<file path="config.mk">
export PLATFORM = sky130hd
export DESIGN_NAME = gpio_serial_loader
export DESIGN_NICKNAME = d
export VERILOG_FILES = /design/src/rtl/gpio_loader_pkg.sv /design/src/rtl/gpio_loader_tick.sv /design/src/rtl/gpio_serial_loader.sv
export SDC_FILE = /design/constraint.sdc
export NUM_CORES = 1
export LEC_CHECK = 0
export ABC_AREA = 1
export CAP_MARGIN = 5
export CORE_MARGIN = 4
export CORE_UTILIZATION = 30
export DETAILED_ROUTE_END_ITERATION = 8
export PLACE_DENSITY = 0.53
export SLEW_MARGIN = 20
export SYNTH_ARGS = -nofsm -noshare
export SYNTH_HDL_FRONTEND = slang
export SYNTH_SLANG_ARGS = --single-unit
</file>
<file path="constraint.sdc">
create_clock -name clock -period 1.8 [get_ports clock]
set_input_delay 0.27 -clock clock [delete_from_list [all_inputs] [get_ports clock]]
set_output_delay 0.27 -clock clock [all_outputs]
set_load 0.02 [all_outputs]
</file>
<file path="src/rtl/gpio_loader_pkg.sv">
// Shared definitions for the GPIO serial configuration loader.
//   loader_state_t : sequencer state encoding
//   GPIO_NUM_IO    : default number of pads in the mprj_io chain
//   GPIO_CFG_BITS  : default configuration word width per pad
//   clog2_min1()   : $clog2 that never returns 0, for counter widths
package gpio_loader_pkg;

  typedef enum logic [2:0] {
    ST_IDLE     = 3'd0,
    ST_FETCH    = 3'd1,
    ST_SHIFT_LO = 3'd2,
    ST_SHIFT_HI = 3'd3,
    ST_LOAD     = 3'd4,
    ST_DONE     = 3'd5
  } loader_state_t;

  localparam int GPIO_NUM_IO   = 38;
  localparam int GPIO_CFG_BITS = 13;

  // Width of a counter that must hold values 0..n-1, never narrower than 1 bit.
  function automatic int clog2_min1(input int n);
    return (n > 1) ? $clog2(n) : 1;
  endfunction

endpackage

</file>
<file path="src/rtl/gpio_loader_tick.sv">
// Half-period timer for the serial loader.
// Counts DIV system-clock cycles and raises `tick` on the last one, so a
// state that waits for `tick` lasts exactly DIV cycles. `clear` is asserted
// by the sequencer on every state change so each state starts counting at 0.
//   clock : system clock
//   reset : asynchronous, active-high reset
//   clear : restart the count on the next edge
//   tick  : high during the DIV-th cycle of the current count
module gpio_loader_tick
  import gpio_loader_pkg::*;
#(
  parameter int DIV = 2
) (
  input  logic clock,
  input  logic reset,
  input  logic clear,
  output logic tick
);

  localparam int            CW   = clog2_min1(DIV);
  localparam logic [CW-1:0] LAST = CW'(DIV - 1);
  localparam logic [CW-1:0] ONE  = CW'(1);

  logic [CW-1:0] cnt_q;
  logic [CW-1:0] cnt_d;

  assign tick = (cnt_q == LAST);

  // Next count: restart on state change or on wrap, otherwise advance.
  always_comb begin
    cnt_d = cnt_q;
    if (clear || tick) begin
      cnt_d = '0;
    end else begin
      cnt_d = cnt_q + ONE;
    end
  end

  // Count register.
  always_ff @(posedge clock or posedge reset) begin
    if (reset) begin
      cnt_q <= '0;
    end else begin
      cnt_q <= cnt_d;
    end
  end

endmodule

</file>
<file path="src/rtl/gpio_serial_loader.sv">
// Sequencer that copies per-pad GPIO configuration words from the
// housekeeping register file into the mprj_io control-block shift chain.
// The highest pad is fetched and shifted first (MSB first), then a
// serial_load strobe makes every pad latch its new mode together.
//   clock        : system clock
//   reset        : asynchronous, active-high reset
//   start        : request a full chain load (honoured only when idle)
//   busy         : transfer in progress (FETCH .. LOAD)
//   done         : one-cycle completion pulse
//   cfg_addr     : pad index presented to the register file
//   cfg_data     : combinational word for cfg_addr
//   serial_clock : chain shift clock
//   serial_data  : chain data
//   serial_load  : chain latch strobe
// All outputs come straight from flops; their next values are derived from
// the next state so they line up with the state they describe.
module gpio_serial_loader
  import gpio_loader_pkg::*;
#(
  parameter int NUM_IO   = GPIO_NUM_IO,
  parameter int CFG_BITS = GPIO_CFG_BITS,
  parameter int DIV      = 2
) (
  input  logic                      clock,
  input  logic                      reset,
  input  logic                      start,
  output logic                      busy,
  output logic                      done,
  output logic [$clog2(NUM_IO)-1:0] cfg_addr,
  input  logic [CFG_BITS-1:0]       cfg_data,
  output logic                      serial_clock,
  output logic                      serial_data,
  output logic                      serial_load
);

  localparam int            AW       = $clog2(NUM_IO);
  localparam int            BW       = clog2_min1(CFG_BITS);
  localparam logic [AW-1:0] PAD_TOP  = AW'(NUM_IO - 1);
  localparam logic [AW-1:0] PAD_ONE  = AW'(1);
  localparam logic [BW-1:0] BIT_LAST = BW'(CFG_BITS - 1);
  localparam logic [BW-1:0] BIT_ONE  = BW'(1);

  loader_state_t       state_q, state_d;
  logic [AW-1:0]       pad_q, pad_d;
  logic [BW-1:0]       bit_q, bit_d;
  logic [CFG_BITS-1:0] shreg_q, shreg_d;
  logic [AW-1:0]       cfg_addr_q, cfg_addr_d;
  logic                busy_q, busy_d;
  logic                done_q, done_d;
  logic                sclk_q, sclk_d;
  logic                sdata_q, sdata_d;
  logic                sload_q, sload_d;
  logic                tick_s;
  logic                state_change_s;

  assign state_change_s = (state_d != state_q);

  gpio_loader_tick #(
    .DIV (DIV)
  ) u_tick (
    .clock (clock),
    .reset (reset),
    .clear (state_change_s),
    .tick  (tick_s)
  );

  // Sequencer next state, counters, shift register and output values.
  always_comb begin
    state_d    = state_q;
    pad_d      = pad_q;
    bit_d      = bit_q;
    shreg_d    = shreg_q;
    cfg_addr_d = cfg_addr_q;

    case (state_q)
      ST_IDLE: begin
        if (start) begin
          state_d = ST_FETCH;
          pad_d   = PAD_TOP;
        end else begin
          state_d = ST_IDLE;
        end
      end
      ST_FETCH: begin
        shreg_d = cfg_data;
        bit_d   = '0;
        state_d = ST_SHIFT_LO;
      end
      ST_SHIFT_LO: begin
        if (tick_s) begin
          state_d = ST_SHIFT_HI;
        end else begin
          state_d = ST_SHIFT_LO;
        end
      end
      ST_SHIFT_HI: begin
        if (tick_s) begin
          shreg_d = {shreg_q[CFG_BITS-2:0], 1'b0};
          bit_d   = bit_q + BIT_ONE;
          // Decision uses the pre-increment bit index.
          if (bit_q < BIT_LAST) begin
            state_d = ST_SHIFT_LO;
          end else if (pad_q != '0) begin
            pad_d   = pad_q - PAD_ONE;
            state_d = ST_FETCH;
          end else begin
            state_d = ST_LOAD;
          end
        end else begin
          state_d = ST_SHIFT_HI;
        end
      end
      ST_LOAD: begin
        if (tick_s) begin
          state_d = ST_DONE;
        end else begin
          state_d = ST_LOAD;
        end
      end
      ST_DONE: begin
        state_d = ST_IDLE;
      end
      default: begin
        state_d = ST_IDLE;
      end
    endcase

    // cfg_addr changes only when a FETCH begins, so the register file
    // output is settled for the whole FETCH cycle.
    if (state_d == ST_FETCH) begin
      cfg_addr_d = pad_d;
    end else begin
      cfg_addr_d = cfg_addr_q;
    end

    busy_d  = (state_d == ST_FETCH) || (state_d == ST_SHIFT_LO) ||
              (state_d == ST_SHIFT_HI) || (state_d == ST_LOAD);
    done_d  = (state_d == ST_DONE);
    sclk_d  = (state_d == ST_SHIFT_HI);
    sload_d = (state_d == ST_LOAD);
    // Data follows the MSB of the next shift-register value so it is set up
    // as SHIFT_LO begins and held unchanged through SHIFT_HI.
    if ((state_d == ST_SHIFT_LO) || (state_d == ST_SHIFT_HI)) begin
      sdata_d = shreg_d[CFG_BITS-1];
    end else begin
      sdata_d = 1'b0;
    end
  end

  // State, counters, shift register and registered outputs.
  always_ff @(posedge clock or posedge reset) begin
    if (reset) begin
      state_q    <= ST_IDLE;
      pad_q      <= '0;
      bit_q      <= '0;
      shreg_q    <= '0;
      cfg_addr_q <= '0;
      busy_q     <= 1'b0;
      done_q     <= 1'b0;
      sclk_q     <= 1'b0;
      sdata_q    <= 1'b0;
      sload_q    <= 1'b0;
    end else begin
      state_q    <= state_d;
      pad_q      <= pad_d;
      bit_q      <= bit_d;
      shreg_q    <= shreg_d;
      cfg_addr_q <= cfg_addr_d;
      busy_q     <= busy_d;
      done_q     <= done_d;
      sclk_q     <= sclk_d;
      sdata_q    <= sdata_d;
      sload_q    <= sload_d;
    end
  end

  assign busy         = busy_q;
  assign done         = done_q;
  assign cfg_addr     = cfg_addr_q;
  assign serial_clock = sclk_q;
  assign serial_data  = sdata_q;
  assign serial_load  = sload_q;

endmodule
</file>
==> flow_summary.rst, run 1 <==
.. list-table::
   :header-rows: 1

   * - Metric
     - Value
   * - Buffer cell driving the clock tree root
     - sky130_fd_sc_hd__clkbuf_8
   * - Clock tree from TritonCTS
     - built
   * - Clk sinks
     - 38
   * - Library cell occupying the most area in the post-synthesis netlist
     - sky130_fd_sc_hd__dfrtp_1
   * - Flop2flop setup slack
     - 0.23 ns
   * - Most common cell after layout, fill and taps aside
     - sky130_fd_sc_hd__nand2_1
   * - Port Buffers
     - 26
   * - Number of clock buffers inserted by TritonCTS
     - 5
   * - Netlist cell types
     - 34
   * - Worst Clk Skew
     - between 0.0015 and 0.002 ns
   * - Number of cell rows
     - 28
   * - DPL Wire Length
     - 3020 um
   * - Level count of the clock H-tree
     - 2
   * - Count of routing violations after the opening detailed-route iteration
     - 76
   * - Max-cap viol count
     - 0
   * - 1st-pass router iterations
     - 4
   * - X dimension of the die
     - 87.2 um
   * - Vias in the first global route
     - 1487
   * - Worst R2R End
     - busy$_DFF_PP0_
   * - Count of state elements after synthesis
     - 38
   * - Remaining global-route overflow
     - 0
   * - Critical path class
     - flip-flop to flip-flop
   * - Top achievable clock speed
     - 0.636 GHz
   * - Peak ir drop on the vdd network
     - 270 uV
   * - DRC Markers
     - 0
   * - Crit. End Element
     - flip-flop
   * - CP required
     - 1.97 ns
   * - Top fanout value on the critical path
     - 6
   * - Fraction of the cycle the final worst path needs
     - 87.4%
   * - Worst Path Arrival
     - ~1.8 ns
   * - # resized after CTS
     - 0
   * - CORE AREA
     - between 0.005 and 0.006 sq mm
   * - Type of the most critical hold path
     - primary input to asynchronous set/reset pin
   * - Maximum buffer depth of the clock tree
     - 2
   * - Pin count of the biggest net entering global routing
     - 39
   * - Unrepaired setup endpoints after global routing
     - no
   * - Average size of a mapped cell
     - 8.92 sq um
   * - Layout overhead on the synthesized area
     - 24.4%
   * - Worst Reg2Reg Path Length in Cells
     - 9
   * - Fraction of layout instances using a drive strength above 1
     - 15.9%
   * - Leading cell types in the layout, fill and taps excluded
     - sky130_fd_sc_hd__nand2_1, sky130_fd_sc_hd__dfrtp_1, sky130_fd_sc_hd__clkdlybuf4s50_1
   * - Pwr/cell area
     - 630 mW/mm^2
   * - Critical path endpoint
     - busy$_DFF_PP0_
   * - Effective utilization at floorplan
     - 31.4%
   * - Final net count
     - 264
   * - Biggest area contributors in the synthesized netlist
     - sky130_fd_sc_hd__dfrtp_1, sky130_fd_sc_hd__nand2_1, sky130_fd_sc_hd__a22oi_1
   * - Final worst slack
     - 0.227 ns
   * - Setup Total Neg Slack
     - 0 ns
   * - Yosys warning total
     - 0
   * - Antenna-violating nets left
     - 0
   * - Final hold viol count
     - 0
   * - Post-synth design cell area
     - 0.00188 sq mm
   * - GRT Resource Usage Total
     - 12.2%
   * - Post-synthesis instance total
     - 211
   * - Reg-to-Reg Start
     - pad_q[0]$_DFF_PP0_
   * - Hold-fix buffers, CTS
     - 0
   * - Total vias in the final route
     - 1485
   * - Number of failing setup endpoints in the final timing report
     - 0
   * - Wire length per cell after detailed routing
     - 12.6 um
   * - Area of the die
     - 0.00760 sq mm
   * - Run status
     - finished clean
   * - Final estimated routing congestion in global placement
     - between 0.8 and 0.9
   * - Critical Path Start Type
     - flip-flop
   * - Transition time of the tightest slew-check pin
     - around 0.52 ns
   * - Timing startpoint of the critical path
     - pad_q[0]$_DFF_PP0_
   * - Initial antenna violation count
     - 0
   * - Worst-path clk slew
     - 0.07 ns
   * - Post-Route WL
     - 4020 um
   * - Final Max Tran Viols
     - 0
   * - Crit path time final
     - 1.57 ns
   * - Proportion of synthesized chip area in sequential cells
     - about half
   * - Diodes inserted
     - 0
   * - Vias per cell
     - between 4 and 5
   * - Global-route wire length before repair
     - around 7200 um
   * - Post-CTS Setup Inserts
     - 0
   * - Fraction of post-synthesis cell area in the top cell type by area
     - 50.5%
   * - Post-placement worst setup slack
     - 0.227 ns
   * - Static leakage
     - roughly 0.0011 uW
   * - Die Span Y
     - 87.2 um
   * - I/O pin count
     - 27
   * - Slew HR
     - about two thirds
   * - Syn nets
     - 229
   * - Clock latency of the later-clocked register in the worst-skew pair
     - around 0.28 ns
## critical path, cell delays in order (launching register included)
cell and delay [ns]:
sky130_fd_sc_hd__dfrtp_1 0.38, sky130_fd_sc_hd__inv_1 0.11, sky130_fd_sc_hd__ha_1 0.27, sky130_fd_sc_hd__nand3_1 0.17
sky130_fd_sc_hd__nand2_1 0.11, sky130_fd_sc_hd__nand2_1 0.06, sky130_fd_sc_hd__nand2_2 0.10, sky130_fd_sc_hd__nand2_4 0.08
sky130_fd_sc_hd__o21ai_1 0.12, sky130_fd_sc_hd__nand2_1 0.06
## worst min-delay path by stage
stage | slack, ns | to | cells past startpoint
floorplan | 0.39 | shreg_q[0]$_DFFE_PP0P_ | 2
global placement | 0.46 | shreg_q[0]$_DFFE_PP0P_ | 2
detailed placement | 0.46 | shreg_q[0]$_DFFE_PP0P_ | 2
CTS | 0.41 | shreg_q[3]$_DFFE_PP0P_ | 3
global route | 0.44 | shreg_q[8]$_DFFE_PP0P_ | 3
finish | 0.40 | shreg_q[3]$_DFFE_PP0P_ | 3
## metrics by stage
step                      util [%]  power (uW)  hold WS (ns)  cell area (sq um)  instances
after floorplan                  -         890         0.387               1880        211
after global placement        37.7         934         0.457               2260        314
after detailed placement      37.7         933         0.461               2260        314
after CTS                     39.1        1510         0.414               2340        320
after global routing          39.1        1560         0.444               2340        320
final                         39.1        1480         0.403               2340        320
## synthesized netlist by cell type
cell type                  instances
sky130_fd_sc_hd__inv_4             2
sky130_fd_sc_hd__inv_2             8
sky130_fd_sc_hd__nand3_2           2
sky130_fd_sc_hd__a22oi_1          12
sky130_fd_sc_hd__nand4_1           3
sky130_fd_sc_hd__or2_1             1
sky130_fd_sc_hd__nor2_2            3
sky130_fd_sc_hd__nand3b_1          1
sky130_fd_sc_hd__a22o_1            1
sky130_fd_sc_hd__o211ai_1          1
sky130_fd_sc_hd__nand2_1          63
sky130_fd_sc_hd__a21oi_4           1
sky130_fd_sc_hd__nand4_4           1
sky130_fd_sc_hd__and3_1            1
sky130_fd_sc_hd__nor3_1            3
sky130_fd_sc_hd__o21bai_4          1
sky130_fd_sc_hd__buf_2             3
sky130_fd_sc_hd__a21oi_2           1
sky130_fd_sc_hd__a31oi_1           1
sky130_fd_sc_hd__nor2_8            1
sky130_fd_sc_hd__inv_1            16
sky130_fd_sc_hd__ha_1              2
sky130_fd_sc_hd__o21ai_0           6
sky130_fd_sc_hd__o21ai_2           1
sky130_fd_sc_hd__nand3_1          14
sky130_fd_sc_hd__dfrtp_1          38
sky130_fd_sc_hd__xnor2_1           1
sky130_fd_sc_hd__a21boi_1          1
sky130_fd_sc_hd__nand3_4           2
sky130_fd_sc_hd__a21oi_1           1
sky130_fd_sc_hd__nand2_4           2
sky130_fd_sc_hd__nand2_2           3
sky130_fd_sc_hd__nor2_1           12
sky130_fd_sc_hd__o21ai_1           2
## power breakdown
group | total, uW | switching [uW] | internal (uW)
registers | 857 | 0.936 | 856
logic | 58.0 | 24.8 | 33.2
clock network | 560 | 265 | 295
## kinds of logic after synthesis
| group | synth area share (%) |
|---|---|
| adder cells (fa/ha/maj) | 1.33 |
| XOR/XNOR | 0.466 |
| flip-flops | 50.5 |
| AND/OR/NAND/NOR | 29.9 |
| AO/OA/AOI/OAI | 11.6 |
| buffers and inverters | 6.25 |
## state kept, by name, summed over array words and instances, names as in the netlist, 3 cells and up
signal and count:
cfg_addr 6, state_q 3, pad_q 6, shreg_q 13, bit_q 4
## cell type report
| cell class | count | area (sq um) |
|---|---|---|
| Sequential cell | 38 | 951 |
| Inverter | 26 | 103 |
| Tap cell | 75 | 93.8 |
| Fill cell | 626 | 3650 |
| Timing Repair Buffer | 31 | 298 |
| Clock buffer | 6 | 82.6 |
| Multi-Input combinational cell | 144 | 813 |
## layer usage
| layer | wire [um] | track usage (%) | vias up | share of wire, % |
|---|---|---|---|---|
| met1 | 1850 | 16.7 | 702 | 46 |
| met5 | 0 | 0 | - | 0 |
| met2 | 1970 | 18.6 | 21 | 49 |
| met4 | 71 | 4.60 | 0 | 1.8 |
| li1 | - | - | 756 | - |
| met3 | 130 | 2.93 | 6 | 3.2 |
No activity file was read; power rests on OpenSTA's default activity.
==> run 2, diff against run 1 <==
--- a/config.mk
+++ b/config.mk
@@ -8,10 +8,10 @@
 export ABC_AREA = 1
 export CAP_MARGIN = 5
 export CORE_MARGIN = 4
-export CORE_UTILIZATION = 30
+export CORE_UTILIZATION = 53
 export DETAILED_ROUTE_END_ITERATION = 8
-export PLACE_DENSITY = 0.53
-export SLEW_MARGIN = 20
+export PLACE_DENSITY = 0.82
+export SLEW_MARGIN = 25
 export SYNTH_ARGS = -nofsm -noshare
 export SYNTH_HDL_FRONTEND = slang
 export SYNTH_SLANG_ARGS = --single-unit
==> run 2 against run 1 <==
  * Flip-flop and latch count unchanged
  * First-iteration DRC count up 7.9%
  * Critical path depth stayed put
  * Cell count down 8.8%
  * Register-to-register slack got worse by 0.02 ns
  * Utilization grew 28 points
  * Count of clock-buffer cells in the layout is 1 higher
  * Clock skew up 0.0099 ns
  * Power up 0.28%
  * Sequential share of layout area increased by 0.91 points
  * Critical endpoint unchanged
  * Largest power group unchanged
  * Global-route usage increased by 7.4 points
  * Largest cell class unchanged
  * Fmax down 1.2%
==> flow_summary.rst, run 2 (same netlist as run 1, synthesis figures left out) <==
.. list-table::
   :header-rows: 1

   * - Metric
     - Value
   * - Number of cell rows
     - 21
   * - Top fanout value on the critical path
     - 6
   * - Total placed instance area
     - between 0.002 and 0.0025 sq mm
   * - Static leakage
     - 0.00109 uW
   * - Wire length per cell after detailed routing
     - 12.8 um
   * - Final net count
     - 263
   * - Type of the most critical hold path
     - primary input to asynchronous set/reset pin
   * - Leading cell types in the layout, fill and taps excluded
     - sky130_fd_sc_hd__nand2_1, sky130_fd_sc_hd__dfrtp_1, sky130_fd_sc_hd__clkdlybuf4s50_1
   * - Layout overhead on the synthesized area
     - 21.7%
   * - Clock network fraction of design power
     - 38.2%
   * - Worst Clk Skew
     - between 0.01 and 0.015 ns
   * - Clock latency of the later-clocked register in the worst-skew pair
     - 0.35 ns
   * - Die Span Y
     - a little under 70 um
   * - Worst Reg2Reg Path Length in Cells
     - 9
   * - Worst-path clk slew
     - 0.11 ns
   * - Level count of the clock H-tree
     - 2
   * - Peak ir drop on the vdd network
     - 553 uV
   * - Post-route total power
     - 1480 uW
   * - Pwr/cell area
     - 646 mW/mm^2
   * - Part of the power in registers
     - 57.9%
   * - Number of clock buffers inserted by TritonCTS
     - 5
   * - Vias in the first global route
     - 1503
   * - Combinational share of power
     - under 10%
   * - Setup Total Neg Slack
     - 0 ns
   * - Number of fillers in the final layout
     - 271
   * - I/O pin count
     - 27
   * - Remaining global-route overflow
     - 0
   * - Internal power of the cells
     - 1180 uW
   * - Count of routing violations after the opening detailed-route iteration
     - 82
   * - Final estimated routing congestion in global placement
     - roughly 0.9
   * - Hold-fix buffers, CTS
     - 0
   * - Post-CTS Setup Inserts
     - 0
   * - 1st-pass router iterations
     - 4
   * - Crit. End Element
     - flip-flop
   * - Worst Path Arrival
     - 1.82 ns
   * - Clk sinks
     - 38
   * - Initial antenna violation count
     - 0
   * - Transition time of the tightest slew-check pin
     - 0.505 ns
   * - Total non-filler cell area in the finished layout
     - 0.00229 sq mm
   * - Final hold viol count
     - 0
   * - Multi-input logic area
     - slightly above 800 sq um
   * - Sequential cell area
     - 951 sq um
   * - Switching part of the total power
     - 20.0%
   * - Worst slack on hold paths
     - 0.327 ns
   * - Unrepaired setup endpoints after global routing
     - no
   * - Total vias in the final route
     - roughly 1500
   * - Fraction of the cycle the final worst path needs
     - between 80% and 90%
   * - # resized after CTS
     - 0
   * - Flip-flop count of the largest register, all copies and words added
     - 13
   * - X dimension of the die
     - 67.6 um
   * - Top achievable clock speed
     - 0.628 GHz
   * - Number of failing setup endpoints in the final timing report
     - 0
   * - CP required
     - about 2 ns
   * - Run status
     - finished clean
   * - Crit path time final
     - ~1.6 ns
   * - Slew HR
     - 66.3%
   * - Max-cap viol count
     - 0
   * - Final Max Tran Viols
     - 0
   * - Buffer cell driving the clock tree root
     - sky130_fd_sc_hd__clkbuf_4
   * - Critical path class
     - flip-flop to flip-flop
   * - Pin count of the biggest net entering global routing
     - 39
   * - Critical Path Start Type
     - flip-flop
   * - Fraction of layout instances using a drive strength above 1
     - 15.4%
   * - Effective utilization at floorplan
     - 55.5%
   * - Diodes inserted
     - 0
   * - Global-route wire length before repair
     - 6620 um
   * - Area of the die
     - 0.00457 sq mm
   * - Switching power summed over all nets
     - 296 uW
   * - Clock tree from TritonCTS
     - built
   * - Antenna-violating nets left
     - 0
   * - DRC Markers
     - 0
   * - CORE AREA
     - between 0.003 and 0.004 sq mm
   * - Port Buffers
     - 26
   * - Maximum buffer depth of the clock tree
     - 2
   * - DPL Wire Length
     - about 2700 um
   * - Most common cell after layout, fill and taps aside
     - sky130_fd_sc_hd__nand2_1
   * - Post-Route WL
     - 3740 um
   * - GRT Resource Usage Total
     - 19.6%
   * - Vias per cell
     - 5.23
   * - Register bank with the most flops
     - shreg_q
==> run 2: final cells by class <==
class,instances,share of cell area [%]
Inverter,26,4.48
Clock buffer,7,1.97
Timing Repair Buffer,30,12.7
Clock inverter,1,1.31
Sequential cell,38,41.5
Multi-Input combinational cell,144,35.5
Tap cell,46,2.51
==> run 2: path summary, 6_finish.rpt <==
kind | from | to | slack [ns]
min in group clock | cfg_data[0] | shreg_q[0]$_DFFE_PP0P_ | 0.46
hold / removal | reset | shreg_q[2]$_DFFE_PP0P_ | 0.33
max in group asynchronous | reset | cfg_addr[3]$_DFFE_PP0N_ | 1.14
setup reg to reg | pad_q[0]$_DFF_PP0_ | busy$_DFF_PP0_ | 0.21
hold reg to reg | cfg_addr[1]$_DFFE_PP0N_ | cfg_addr[1]$_DFFE_PP0N_ | 0.49
setup / recovery | pad_q[0]$_DFF_PP0_ | busy$_DFF_PP0_ | 0.21
==> run 2: metal layers <==
metal	track usage (%)	part of all wire (%)	vias to the layer above
met5	0	0	-
met2	30.4	48	36
met1	25.7	45	719
met4	8.10	2.2	0
li1	-	-	763
met3	5.32	4.4	8
==> run 2: through the flow <==
step | cells | utilization [%] | setup WS [ns]
2_1_floorplan | 211 | - | 0.400
3_3_place_gp | 284 | 65.3 | 0.258
3_5_place_dp | 284 | 65.3 | 0.230
4_1_cts | 292 | 67.6 | 0.187
5_1_grt | 292 | 67.6 | 0.0617
6_report | 292 | 67.6 | 0.208
==> run 2: critical path: stages (launching register included) <==
cell	delay [ns]
sky130_fd_sc_hd__dfrtp_1	0.39
sky130_fd_sc_hd__inv_1	0.11
sky130_fd_sc_hd__ha_1	0.26
sky130_fd_sc_hd__nand3_1	0.15
sky130_fd_sc_hd__nand2_1	0.11
sky130_fd_sc_hd__nand2_1	0.06
sky130_fd_sc_hd__nand2_2	0.10
sky130_fd_sc_hd__nand2_4	0.08
sky130_fd_sc_hd__o21ai_1	0.15
sky130_fd_sc_hd__nand2_1	0.06
==> run 2: power by group through the flow <==
stage	clock [uW]	sequential [uW]	combinational, uW
final	565	856	57.8
after global routing	615	857	64.4
after CTS	585	857	59.5
after detailed placement	0	873	59.3
after global placement	0	873	58.7
after floorplan	0	874	15.5
